`src/rtl/button_event_arbiter_pkg.sv`:
```
// Shared sizing helpers for the button event arbiter and its consumers.
// Consumers can size their event id bus from a channel count with id_width().
package button_event_arbiter_pkg;

  localparam int N_BTN_DEFAULT = 4;
  localparam int DEPTH_DEFAULT = 4;

  function automatic int id_width(input int n_btn);
    return (n_btn < 2) ? 1 : $clog2(n_btn);
  endfunction

  function automatic int fifo_ptr_width(input int depth);
    return (depth < 2) ? 1 : $clog2(depth);
  endfunction

  localparam int ID_W_DEFAULT       = id_width(N_BTN_DEFAULT);
  localparam int FIFO_PTR_W_DEFAULT = fifo_ptr_width(DEPTH_DEFAULT);

endpackage

```
`src/rtl/button_event_arbiter_event_fifo.sv`:
```
// Small synchronous event FIFO; pointers carry an extra wrap bit so full and
// empty can be told apart without a separate count.
module event_fifo
  import button_event_arbiter_pkg::*;
#(
  parameter int W     = 2,
  parameter int DEPTH = 4
) (
  input  logic         clk,
  input  logic         reset_n,
  input  logic         flush,
  input  logic         push,
  input  logic         pop,
  input  logic [W-1:0] din,
  output logic [W-1:0] dout,
  output logic         full,
  output logic         empty
);

  localparam int PW = fifo_ptr_width(DEPTH);

  logic [PW:0]  wr_ptr_q, wr_ptr_d;
  logic [PW:0]  rd_ptr_q, rd_ptr_d;
  logic [W-1:0] mem_q [DEPTH];
  logic [W-1:0] mem_d [DEPTH];
  logic         wr_en, rd_en;

  assign full  = (wr_ptr_q[PW] != rd_ptr_q[PW]) &&
                 (wr_ptr_q[PW-1:0] == rd_ptr_q[PW-1:0]);
  assign empty = (wr_ptr_q == rd_ptr_q);
  assign dout  = mem_q[rd_ptr_q[PW-1:0]];

  always_comb begin
    rd_en    = pop && !empty;
    // a push into a full FIFO is only allowed when the head leaves in the same cycle
    wr_en    = push && (!full || rd_en);
    wr_ptr_d = wr_ptr_q;
    rd_ptr_d = rd_ptr_q;
    mem_d    = mem_q;
    if (flush) begin
      wr_ptr_d = '0;
      rd_ptr_d = '0;
    end else begin
      if (wr_en) begin
        mem_d[wr_ptr_q[PW-1:0]] = din;
        wr_ptr_d                = wr_ptr_q + (PW+1)'(1);
      end
      if (rd_en) begin
        rd_ptr_d = rd_ptr_q + (PW+1)'(1);
      end
    end
  end

  always_ff @(posedge clk or negedge reset_n) begin
    if (!reset_n) begin
      wr_ptr_q <= '0;
      rd_ptr_q <= '0;
      for (int i = 0; i < DEPTH; i++) begin
        mem_q[i] <= '0;
      end
    end else begin
      wr_ptr_q <= wr_ptr_d;
      rd_ptr_q <= rd_ptr_d;
      mem_q    <= mem_d;
    end
  end

endmodule

```
`src/rtl/button_event_arbiter.sv`:
```
// Latches per-channel press pulses, round-robin arbitrates them into an event
// FIFO and presents the ordered event stream on a valid/ready port.
module button_event_arbiter
  import button_event_arbiter_pkg::*;
#(
  parameter int N_BTN = 4,
  parameter int ID_W  = 2,
  parameter int DEPTH = 4,
  parameter int CNT_W = 8
) (
  input  logic             clk,
  input  logic             reset_n,
  input  logic [N_BTN-1:0] btn_pulse,
  input  logic             flush,
  output logic             evt_valid,
  output logic [ID_W-1:0]  evt_id,
  input  logic             evt_ready,
  output logic [N_BTN-1:0] pending,
  output logic [CNT_W-1:0] merge_cnt
);

  logic [N_BTN-1:0] pending_q, pending_d;
  logic [ID_W-1:0]  ptr_q, ptr_d;
  logic [CNT_W-1:0] merge_cnt_q, merge_cnt_d;

  logic             fifo_full, fifo_empty;
  logic             pop, push, grant_ok, grant_vld;
  logic [ID_W-1:0]  grant_idx;
  logic [N_BTN-1:0] grant_vec, merge_vec;
  logic [CNT_W+4:0] merge_sum;
  int               idx;
  int               merge_n;

  assign evt_valid = !fifo_empty;
  assign pop       = evt_valid && evt_ready;
  assign pending   = pending_q;
  assign merge_cnt = merge_cnt_q;

  always_comb begin
    grant_ok  = (|pending_q) && (!fifo_full || pop);
    grant_vld = 1'b0;
    grant_idx = '0;
    idx       = 0;
    if (grant_ok) begin
      for (int k = 0; k < N_BTN; k++) begin
        idx = int'(ptr_q) + k;
        if (idx >= N_BTN) idx = idx - N_BTN;
        if (!grant_vld && pending_q[idx]) begin
          grant_vld = 1'b1;
          grant_idx = ID_W'(idx);
        end
      end
    end
    grant_vec = grant_vld ? (N_BTN'(1) << grant_idx) : '0;

    // a press on a channel that is still pending (and not leaving now) is folded in
    merge_vec = btn_pulse & pending_q & ~grant_vec;
    merge_n   = 0;
    for (int i = 0; i < N_BTN; i++) begin
      if (merge_vec[i]) merge_n = merge_n + 1;
    end
    merge_sum = {5'b0, merge_cnt_q} + (CNT_W+5)'(merge_n);

    pending_d   = pending_q;
    ptr_d       = ptr_q;
    merge_cnt_d = merge_cnt_q;
    push        = 1'b0;
    if (flush) begin
      pending_d = '0;
      ptr_d     = '0;
    end else begin
      pending_d   = (pending_q & ~grant_vec) | btn_pulse;
      push        = grant_vld;
      merge_cnt_d = (|merge_sum[CNT_W+4:CNT_W]) ? '1 : merge_sum[CNT_W-1:0];
      if (grant_vld) begin
        ptr_d = (grant_idx == ID_W'(N_BTN-1)) ? '0 : grant_idx + ID_W'(1);
      end
    end
  end

  always_ff @(posedge clk or negedge reset_n) begin
    if (!reset_n) begin
      pending_q   <= '0;
      ptr_q       <= '0;
      merge_cnt_q <= '0;
    end else begin
      pending_q   <= pending_d;
      ptr_q       <= ptr_d;
      merge_cnt_q <= merge_cnt_d;
    end
  end

  event_fifo #(
    .W     (ID_W),
    .DEPTH (DEPTH)
  ) u_event_fifo (
    .clk     (clk),
    .reset_n (reset_n),
    .flush   (flush),
    .push    (push),
    .pop     (pop),
    .din     (grant_idx),
    .dout    (evt_id),
    .full    (fifo_full),
    .empty   (fifo_empty)
  );

endmodule

```
`config.mk`:
```
export PLATFORM = sky130hd
export DESIGN_NAME = button_event_arbiter
export DESIGN_NICKNAME = d
export VERILOG_FILES = /design/src/rtl/button_event_arbiter_pkg.sv /design/src/rtl/button_event_arbiter_event_fifo.sv /design/src/rtl/button_event_arbiter.sv
export SDC_FILE = /design/constraint.sdc
export NUM_CORES = 1
export LEC_CHECK = 0
export BUFFER_PORTS_ARGS = -buffer_cell sky130_fd_sc_hd__buf_2
export CAP_MARGIN = 15
export CORE_UTILIZATION = 35
export DETAILED_ROUTE_END_ITERATION = 8
export GPL_TIMING_DRIVEN = 0
export SKIP_LAST_GASP = 1
export SYNTH_ARGS = -nofsm -noshare
export SYNTH_HDL_FRONTEND = slang
export SYNTH_SLANG_ARGS = --single-unit
export TNS_END_PERCENT = 1
```
`constraint.sdc`:
```
create_clock -name clk -period 7.9 [get_ports clk]
set_input_delay 1.58 -clock clk [delete_from_list [all_inputs] [get_ports clk]]
set_output_delay 1.58 -clock clk [all_outputs]
set_load 0.05 [all_outputs]
```
### Word level (Yosys, flattened, before mapping)

Index checks and enable logic that the tools add are counted.

* equality and inequality tests: 4
* shift operators: 1
* magnitude comparators: 11
* multiplexer cells: 54
* reductions and logical operators: 22
* $add $sub $neg: 14
* bitwise operators: 8

Operator list (number)
* $mux W32: 8
* $lt A32 B4 Y1 const B: 4
* $mux W13: 3
* $add A13 B2 Y13 const B: 2
* $mux W2: 11
* $mux W1: 18
* $ge A3 B3 Y1 const B: 5
* $add A8 B13 Y13: 1
* $and A4 B4 Y4: 3
* $mux W3: 4
* $sub A3 B3 Y4 const B: 3
* $logic_and A1 B1 Y1: 9
* $bmux W1 S2: 4
* $bwmux W8: 1
* $mux W4: 2
* $mux W8: 1
* $add A2 B2 Y3 const B: 2
* $add A3 B1 Y3 const B: 2
* $not A2 Y3: 2
* $reduce_bool A2 Y1: 3
* $logic_not A1 Y1: 5
* $reduce_or A5 Y1: 1
* $bmux W2 S2: 1
* $demux W2 S2: 1
* other kinds (17): 18

* logic and storage cells: 123
* register bits: 28
* bits of input ports: 8

### Longest topological paths before layout

Gate-level depths: netlist of the first run.

* depth after elaboration: 37
* depth in mapped cells: 20
* depth with buffers taken out: 20

### Hierarchy

Synthesis of the first run repeated with hierarchy kept, for this count alone.

* cell total of the unflattened synthesis: 198
* area, all modules: 1994.4 um2

Modules (own cells, without submodules)
* button_event_arbiter: cells an instance 135, instances 1, area each 1164.9 um2, sequential area each 350.3 um2
* event_fifo: cells an instance 63, instances 1, area each 829.5 um2, sequential area each 350.3 um2

### Least setup slack after synthesis of the first run

Ideal clock, no wire load.

* kind: input to register
* start point: input port evt_ready
* end point: register merge_cnt_q[5], in the netlist merge_cnt[5]
* setup slack: 3004 ps
* stages on the path: 17
* arrival time: 4768 ps
* buffers on the path: 0
* setup time: 128 ps
* required time: 7772 ps
* cell sequence: o41a_4 > nor3b_2 > ha_1 > a21boi_0 > nand2_1 > inv_1 > ha_1 > xor2_1 > ha_1 > mux2_2 > ha_1 > a21o_1 > a21o_1 > a21oi_1 > nor2b_1 > xnor2_1 > nand2_1

* cells in the longest elaborated chain, start to end: 18
* elaborated cells between the ends (all ways): 19
* those cells by class: 4 x add/sub; 1 x shift; 8 x mux; 2 x bitwise; 4 x reduce/logical

RTL lines
* start, declared: line button_event_arbiter.sv:17 `input logic evt_ready,`
* $logic_and A1 B1 Y1 (*): line button_event_arbiter.sv:35 `assign pop = evt_valid && evt_ready;`
* $logic_or A1 B1 Y1 (*): line button_event_arbiter.sv:40 `grant_ok = (|pending_q) && (!fifo_full || pop);`
* $logic_and A1 B1 Y1 (*): line button_event_arbiter.sv:40
* $mux W2: line button_event_arbiter.sv:44 `if (grant_ok) begin`
* $shl A1 B2 Y4: line button_event_arbiter.sv:54 `grant_vec = grant_vld ? (N_BTN'(1) << grant_idx) : '0;`
* $mux W4 (*): line button_event_arbiter.sv:54
* $not A4 Y4 (*): line button_event_arbiter.sv:57 `merge_vec = btn_pulse & pending_q & ~grant_vec;`
* $and A4 B4 Y4 (*): line button_event_arbiter.sv:57
* (+2 left out)
* $mux W13: line button_event_arbiter.sv:60 `if (merge_vec[i]) merge_n = merge_n + 1;`
* $add A13 B2 Y13: line button_event_arbiter.sv:60
* $mux W13: line button_event_arbiter.sv:60
* $add A13 B2 Y13: line button_event_arbiter.sv:60
* $mux W13 (*): line button_event_arbiter.sv:60
* $add A8 B13 Y13 (*): line button_event_arbiter.sv:62 `merge_sum = {5'b0, merge_cnt_q} + (CNT_W+5)'(merge_n);`
* $reduce_or A5 Y1: line button_event_arbiter.sv:74 `merge_cnt_d = (|merge_sum[CNT_W+4:CNT_W]) ? '1 : merge_sum[CNT_W-1:0];`
* $mux W8 (*): line button_event_arbiter.sv:74
* end signal, assigned: line button_event_arbiter.sv:89 `merge_cnt_q <= merge_cnt_d;`
* end, declared: line button_event_arbiter.sv:24 `logic [CNT_W-1:0] merge_cnt_q, merge_cnt_d;`

Mark *: on every way between the ends. The rest lies on a longest branch, timed or not.
A chain may end at the register's enable or synchronous reset.

### Worst setup path after layout of the first run

* start point: input port evt_ready
* end point: register merge_cnt_q[3], in the netlist merge_cnt[3]

The elaborated chain is that of the path after synthesis.

==> impl_metrics.tcl, run 1 <==
set metrics [dict create \
    drive_above_1_share 0.196 \
    core_region_area_um2 4750 \
    post_cts_buffers 0 \
    worst-setup-path-type "primary input to register" \
    setup_viol 0 \
    cts_root_buffer "clkbuf_8" \
    drc 0 \
    synthCells 173 \
    min_path_type "register to register" \
    hpwl_um 2490 \
    required_ns 8.05 \
    critPathMaxFanout 6 \
    cap_violations 0 \
    htree_num_levels 1 \
    r2r-end "merge_cnt[3]$_DFFE_PN0N_" \
    wl_per_cell_um 12.5 \
    final.setup.tns_ns 0 \
    final_cell_mix "28 x dfrtp_1, 24 x nand2_1, 23 x buf_2" \
    grt_antenna_before_repair 0 \
    cts_hold_buf 0 \
    crit_path_start_kind "primary input" \
    wirelength_um 3320 \
    clk_latency_ns 0.28 \
    p_leak_uw 0.000964 \
    ys_seq_elements 28 \
    fin_crit_sh 0.635 \
    cts_made_buffers 3 \
    vias 1273 \
    design_area_um2 1990 \
    yosysUniqueCellTypes 41 \
    overflow 0 \
    ys_warn_count 0 \
    pin_count 23 \
    die_area_um2 5260 \
    ir_drop_v 0.000163 \
    worstRegToRegCells 18 \
    diodes 0 \
    path_clk_slew_ns 0.10 \
    status "completed" \
    hold_end "u_event_fifo.mem_q[6]$_DFFE_PN0P_" \
    yosysSeqAreaShare 0.402 \
    finalHoldWorstSlack_ns 0.494 \
    critical_path.endpoint_type "register" \
    cts_num_sinks 28 \
    worstHoldStart "u_event_fifo.mem_q[6]$_DFFE_PN0P_" \
    fin_crit_ns 5.01 \
    cts_tree "done" \
    final_common_cell "dfrtp_1" \
    holdPathStages 2 \
    syn-cell-area_um2 1740 \
    grt_max_degree 29 \
    rrSetupSlack_ns 3.59 \
    fmax_mhz 199 \
    avgSynthCellArea_um2 10.1 \
    reg2reg_from "ptr_q[1]$_DFFE_PN0P_" \
    place_congestion 0.737 \
    start_util 0.366 \
    grt_pass1_wl_um 5770 \
    syn_nets 195 \
    clock_path_buffers 2 \
    synthFlopType "dfrtp_1" \
    synth_edf_count 0 \
    p_per_area_nw_per_um2 348 \
    io_buffers 22 \
    grt_pass1_vias 1230 \
    nets 222 \
    synthTopCellsByArea "dfrtp_1 40%, ha_1 9.3%, nand2_1 5.2%, xor2_1 4.5%, mux2i_1 3.4%" \
    postRouteAntennaNets 0 \
    vias_per_cell 4.79 \
    worstPathArrival_ns 5.16 \
    report.power.total_uw 694 \
    fillCellCount 504 \
    final_max_slew_viol_count 0 \
    syn_to_final_growth_pct 14.3 \
    hold_violations 0 \
    skew_ns 0.00914 \
    die_w_um 72.5 \
    slew_headroom 0.576 \
    grt_setup_unrepaired "false" \
    grt_usage 0.145 \
    netlist.area_leader.share 0.402 \
    dr.pass1.iters 4 \
    dr.first_iter.drc_count 34 \
    async_flop_share 1.00 \
    num_rows 25 \
    yosys.area.top_type "dfrtp_1" \
    worst_slew_pin_slew_ns 0.636 \
    cts_resized 0 \
    dpl_cell_area_um2 1940 \
    die_y_um 72.5 \
]
==> routing by layer <==
metal | part of all wire | routed length [um] | vias up | track usage
met2 | 0.46 | 1540 | 20 | 0.239
met4 | 0.015 | 51 | 0 | 0.0523
met5 | 0 | 0 | - | 0
li1 | - | - | 643 | -
met1 | 0.48 | 1600 | 605 | 0.183
met3 | 0.037 | 123 | 5 | 0.0375
==> cells in the mapped netlist, types with 2 or more instances <==
library cell  instances
dfrtp_1              28
nand2_1              24
nor2_1               16
ha_1                 13
a21oi_1              10
inv_1                10
xor2_1                9
mux2i_1               6
nand3_1               5
xnor2_1               5
mux2_2                4
nor2b_1               4
o21ai_0               4
a21o_1                3
o211ai_1              3
clkbuf_1              2
nand2b_1              2
or2_1                 2
==> how the worst max path moves through the flow <==
stage / from / end / slack (ns)
floorplan: evt_ready / merge_cnt[5]$_DFFE_PN0N_ / 3.00
global placement: evt_ready / merge_cnt[2]$_DFFE_PN0N_ / 2.58
detailed placement: evt_ready / merge_cnt[3]$_DFFE_PN0N_ / 2.48
CTS: evt_ready / merge_cnt[3]$_DFFE_PN0N_ / 2.79
global route: evt_ready / merge_cnt[3]$_DFFE_PN0N_ / 2.55
finish: evt_ready / merge_cnt[3]$_DFFE_PN0N_ / 2.89
==> cell type report <==
type	count	area [um^2]	share of cell area
clock buffers	4	55.1	0.0277
repair buffers	22	110	0.0553
inverters	10	37.5	0.0189
flip-flops and latches	28	701	0.352
well taps	67	83.8	0.0421
multi-input cells	131	980	0.492
plain buffers	4	23.8	0.0119
==> registers in the layout (all words and copies together) (netlist names) <==
register / count
u_event_fifo.wr_ptr_q: 3
u_event_fifo.mem_q: 8
pending: 4
merge_cnt: 8
u_event_fifo.rd_ptr_q: 3
ptr_q: 2
==> worst max-delay path: stages <==
cell,delay (ns)
buf_2,0.13
o41a_4,0.50
nor3b_2,0.19
ha_1,0.19
a21boi_0,0.23
nand2_1,0.12
inv_1,0.07
ha_1,0.24
xor2_1,0.24
ha_1,0.28
mux2i_1,0.22
fa_1,0.25
inv_1,0.05
a21o_1,0.15
a21oi_1,0.27
nand4bb_1,0.31
o211ai_1,0.14
==> report_power, final <==
| group | internal (uW) | switching (uW) |
|---|---|---|
| combinational | 123 | 238 |
| sequential | 193 | 47.2 |
| clock | 44.8 | 46.9 |
| total | 362 | 332 |
==> through the flow <==
stage,setup WS [ns],std cells,util
CTS,2.79,266,0.419
global placement,2.58,262,0.407
global route,2.55,266,0.419
finish,2.89,266,0.419
floorplan,3.00,173,-
detailed placement,2.48,262,0.407
==> logic make-up (layout without fill, tap and decap cells) <==
group,count (synthesis),count (layout),share of synthesized area
other,1,1,0.00215
muxes,13,13,0.0948
adders and majority gates,14,14,0.105
xor gates and xnor gates,14,14,0.0704
and+or+nand+nor,60,60,0.165
buffers and inverters,14,40,0.0352
AOI/OAI and AO/OA,29,29,0.126
DFF,28,28,0.402
Note: power is estimated with default switching activity, not from simulation.
==> run 2: changes to the inputs <==
--- a/config.mk
+++ b/config.mk
@@ -5,6 +5,7 @@
 export SDC_FILE = /design/constraint.sdc
 export NUM_CORES = 1
 export LEC_CHECK = 0
+export ABC_AREA = 1
 export BUFFER_PORTS_ARGS = -buffer_cell sky130_fd_sc_hd__buf_2
 export CAP_MARGIN = 15
 export CORE_UTILIZATION = 35
==> constraint.sdc (replaced) <==
create_clock -name clk -period 5.1 [get_ports clk]
set_input_delay 1.02 -clock clk [delete_from_list [all_inputs] [get_ports clk]]
set_output_delay 1.02 -clock clk [all_outputs]
set_load 0.05 [all_outputs]
==> run 2 against run 1 <==
Effect of this change:
- synthesized area is 17% higher
- count of clock-buffer cells in the layout stayed put
- via count is 38% higher
- clock skew is 0.0027 ns lower
- worst setup slack worse by 2.2 ns
- register-to-register slack worse by 2.8 ns
- cell area is 15% higher
- clock power is 47% higher
- combinational power grew to 2.6 times the previous value
- largest cell class unchanged
- largest power group unchanged
- highest routed layer is now met3
==> impl_metrics.tcl, run 2 <==
set metrics [dict create \
    cts_num_sinks 28 \
    cts_made_buffers 3 \
    worstPathArrival_ns 4.66 \
    cts_root_buffer "clkbuf_8" \
    synthTopCellsByArea "dfrtp_1 35%, nand2_1 13%, ha_1 8.0%, inv_1 7.8%, nand3_1 5.7%" \
    ys_seq_elements 28 \
    dp_slack_ns 0.216 \
    clock_path_buffers 2 \
    grt_max_degree 29 \
    fin_crit_sh 0.873 \
    cts_tree "done" \
    synthSimpleGateAreaFrac 0.338 \
    clk_latency_ns 0.27 \
    syn-cell-area_um2 2030 \
    cpMostUsedCell "nand2_1" \
    slowest_stage "fa_1" \
    drive_above_1_share 0.167 \
    worst-setup-path-type "primary input to register" \
    fillCellCount 608 \
    htree_num_levels 1 \
    worstHoldStart "u_event_fifo.mem_q[5]$_DFFE_PN0P_" \
    io_buffers 22 \
    wirelength_um 4190 \
    required_ns 5.30 \
    p_per_area_nw_per_um2 632 \
    grt_pass1_wl_um 7450 \
    synthCells 280 \
    intPower_uw 669 \
    dr.first_iter.drc_count 36 \
    cts_hold_buf 0 \
    fin_crit_ns 4.45 \
    pwr-share-clk 0.093 \
    path_clk_slew_ns 0.09 \
    avgSynthCellArea_um2 7.25 \
    yosysUniqueCellTypes 36 \
    cap_violations 0 \
    critPathMaxFanout 7 \
    core_region_area_um2 5540 \
    synth-compound-area-share 0.116 \
    reg2reg_from "u_event_fifo.rd_ptr_q[0]$_DFFE_PN0P_" \
    grt_antenna_before_repair 0 \
    synthMostInstantiatedCell "nand2_1" \
    min_path_type "register to register" \
    nets 329 \
    netlist_top_cells_count "73 x nand2_1, 42 x inv_1, 28 x dfrtp_1" \
    max_stage_delay_ns 0.43 \
    synthMuxAreaShare 0 \
    drc 0 \
    vias 1759 \
    hpwl_um 3300 \
    async_flop_share 1.00 \
    diodes 0 \
    num_rows 27 \
    switching_power_uw 779 \
    ir_drop_v 0.000326 \
    fin_ws_ns 0.647 \
    skew_ns 0.00645 \
    die_y_um 78.2 \
    synth_fa_ha_area_frac 0.0900 \
    grt_setup_unrepaired "false" \
    place_congestion 0.861 \
    combPwrFrac 0.645 \
    final_common_cell "nand2_1" \
    ys_warn_count 0 \
    synth_xor_area_frac 0.0129 \
    fmax_mhz 225 \
    yosysSeqAreaShare 0.345 \
    final_cell_mix "73 x nand2_1, 42 x inv_1, 28 x dfrtp_1" \
    yosys.area.top_type "dfrtp_1" \
    p_sw_frac 0.538 \
    status "completed" \
    worst_slew_pin_slew_ns 0.600 \
    grt_usage 0.148 \
    p_leak_uw 0.00125 \
    grt_pass1_vias 1674 \
    power_frac_seq 0.261 \
    pin_count 23 \
    overflow 0 \
    syn_nets 302 \
    synth_top_family_by_area "simple AND/OR/NAND/NOR gates" \
    critical_path.endpoint_type "register" \
    start_util 0.367 \
    final_max_slew_viol_count 0 \
    crit_path_start "evt_ready" \
    netlist.area_leader.share 0.345 \
    hold_violations 0 \
    syn_to_final_growth_pct 12.9 \
    slew_headroom 0.600 \
    crit_path_start_kind "primary input" \
    setup_viol 0 \
    dr.pass1.iters 4 \
    postRouteAntennaNets 0 \
    synthFlopType "dfrtp_1" \
    die_w_um 78.2 \
    vias_per_cell 4.65 \
    die_area_um2 6110 \
    wl_per_cell_um 11.1 \
    final.setup.tns_ns 0 \
    synth_edf_count 0 \
]
run 2: cell types whose count changed after synthesis, moves of 4 or more:
cell,previous run,this run
xor2_1,9,2
mux2i_1,6,0
mux2_2,4,0
nand2_2,0,9
xnor2_1,5,1
nor2_1,16,26
o22ai_1,1,7
nor2b_1,4,0
nand3_1,5,23
inv_1,10,42
o21ai_0,4,18
nand2_1,24,73
run 2: layout make-up:
type | instances | area (um^2) | share of cell area
Tap cell | 72 | 90.1 | 0.0393
Sequential cell | 28 | 701 | 0.306
Multi-Input combinational cell | 204 | 1140 | 0.498
Clock buffer | 4 | 55.1 | 0.0240
Inverter | 46 | 179 | 0.0781
Timing Repair Buffer | 22 | 110 | 0.0480
Buffer | 2 | 15.0 | 0.00655
run 2: metrics by stage:
stage	instances	instance area (um^2)	hold WS (ns)	utilization	total power, uW
floorplan	280	2030	0.455	-	1120
finish	378	2290	0.492	0.414	1450
detailed placement	374	2230	0.479	0.403	1320
CTS	378	2290	0.497	0.413	1460
global placement	374	2230	0.474	0.403	1300
global route	378	2290	0.512	0.414	1590
run 2: per-layer routing:
layer / vias to the layer above / track usage / wire [um]
met5: - / 0 / 0
met4: 0 / 0.0222 / 0
met3: 0 / 0.0151 / 140
met2: 35 / 0.232 / 1740
met1: 778 / 0.224 / 2310
li1: 946 / - / -
run 2: kinds of logic after synthesis:
logic type | after synthesis
other | 1
flip-flops | 28
AO/OA/AOI/OAI | 41
adder cells (fa/ha/maj) | 14
XOR/XNOR | 3
buffers and inverters | 48
AND/OR/NAND/NOR | 145
run 2: worst paths after layout:
check	endpoint	slack [ns]	cells after the start
min in group asynchronous	merge_cnt[7]$_DFFE_PN0N_	0.74	1
setup / recovery	merge_cnt[7]$_DFFE_PN0N_	0.65	27
hold reg to reg	u_event_fifo.mem_q[5]$_DFFE_PN0P_	0.49	1
hold / removal	u_event_fifo.mem_q[5]$_DFFE_PN0P_	0.49	1
setup reg to reg	merge_cnt[7]$_DFFE_PN0N_	0.80	27
max in group asynchronous	pending[0]$_DFF_PN0_	3.96	1
run 2: timing repair:
action,CTS,global route
gates resized for setup,0,1
setup endpoints to repair,0,6
setup buffers,0,0
run 2: power groups by stage:
stage	clock (uW)	sequential (uW)	combinational (uW)
after floorplan	0	489	633
after global placement	0	382	922
after global routing	152	390	1050
after CTS	143	378	940
final	135	378	935
after detailed placement	0	382	937
run 2: worst max-delay path: cells and delay by family:
family                   cells  cell delay [ns]
AO/OA/AOI/OAI                1             0.13
buffers and inverters        7             0.55
AND/OR/NAND/NOR             15             1.74
adder cells (fa/ha/maj)      4             1.21
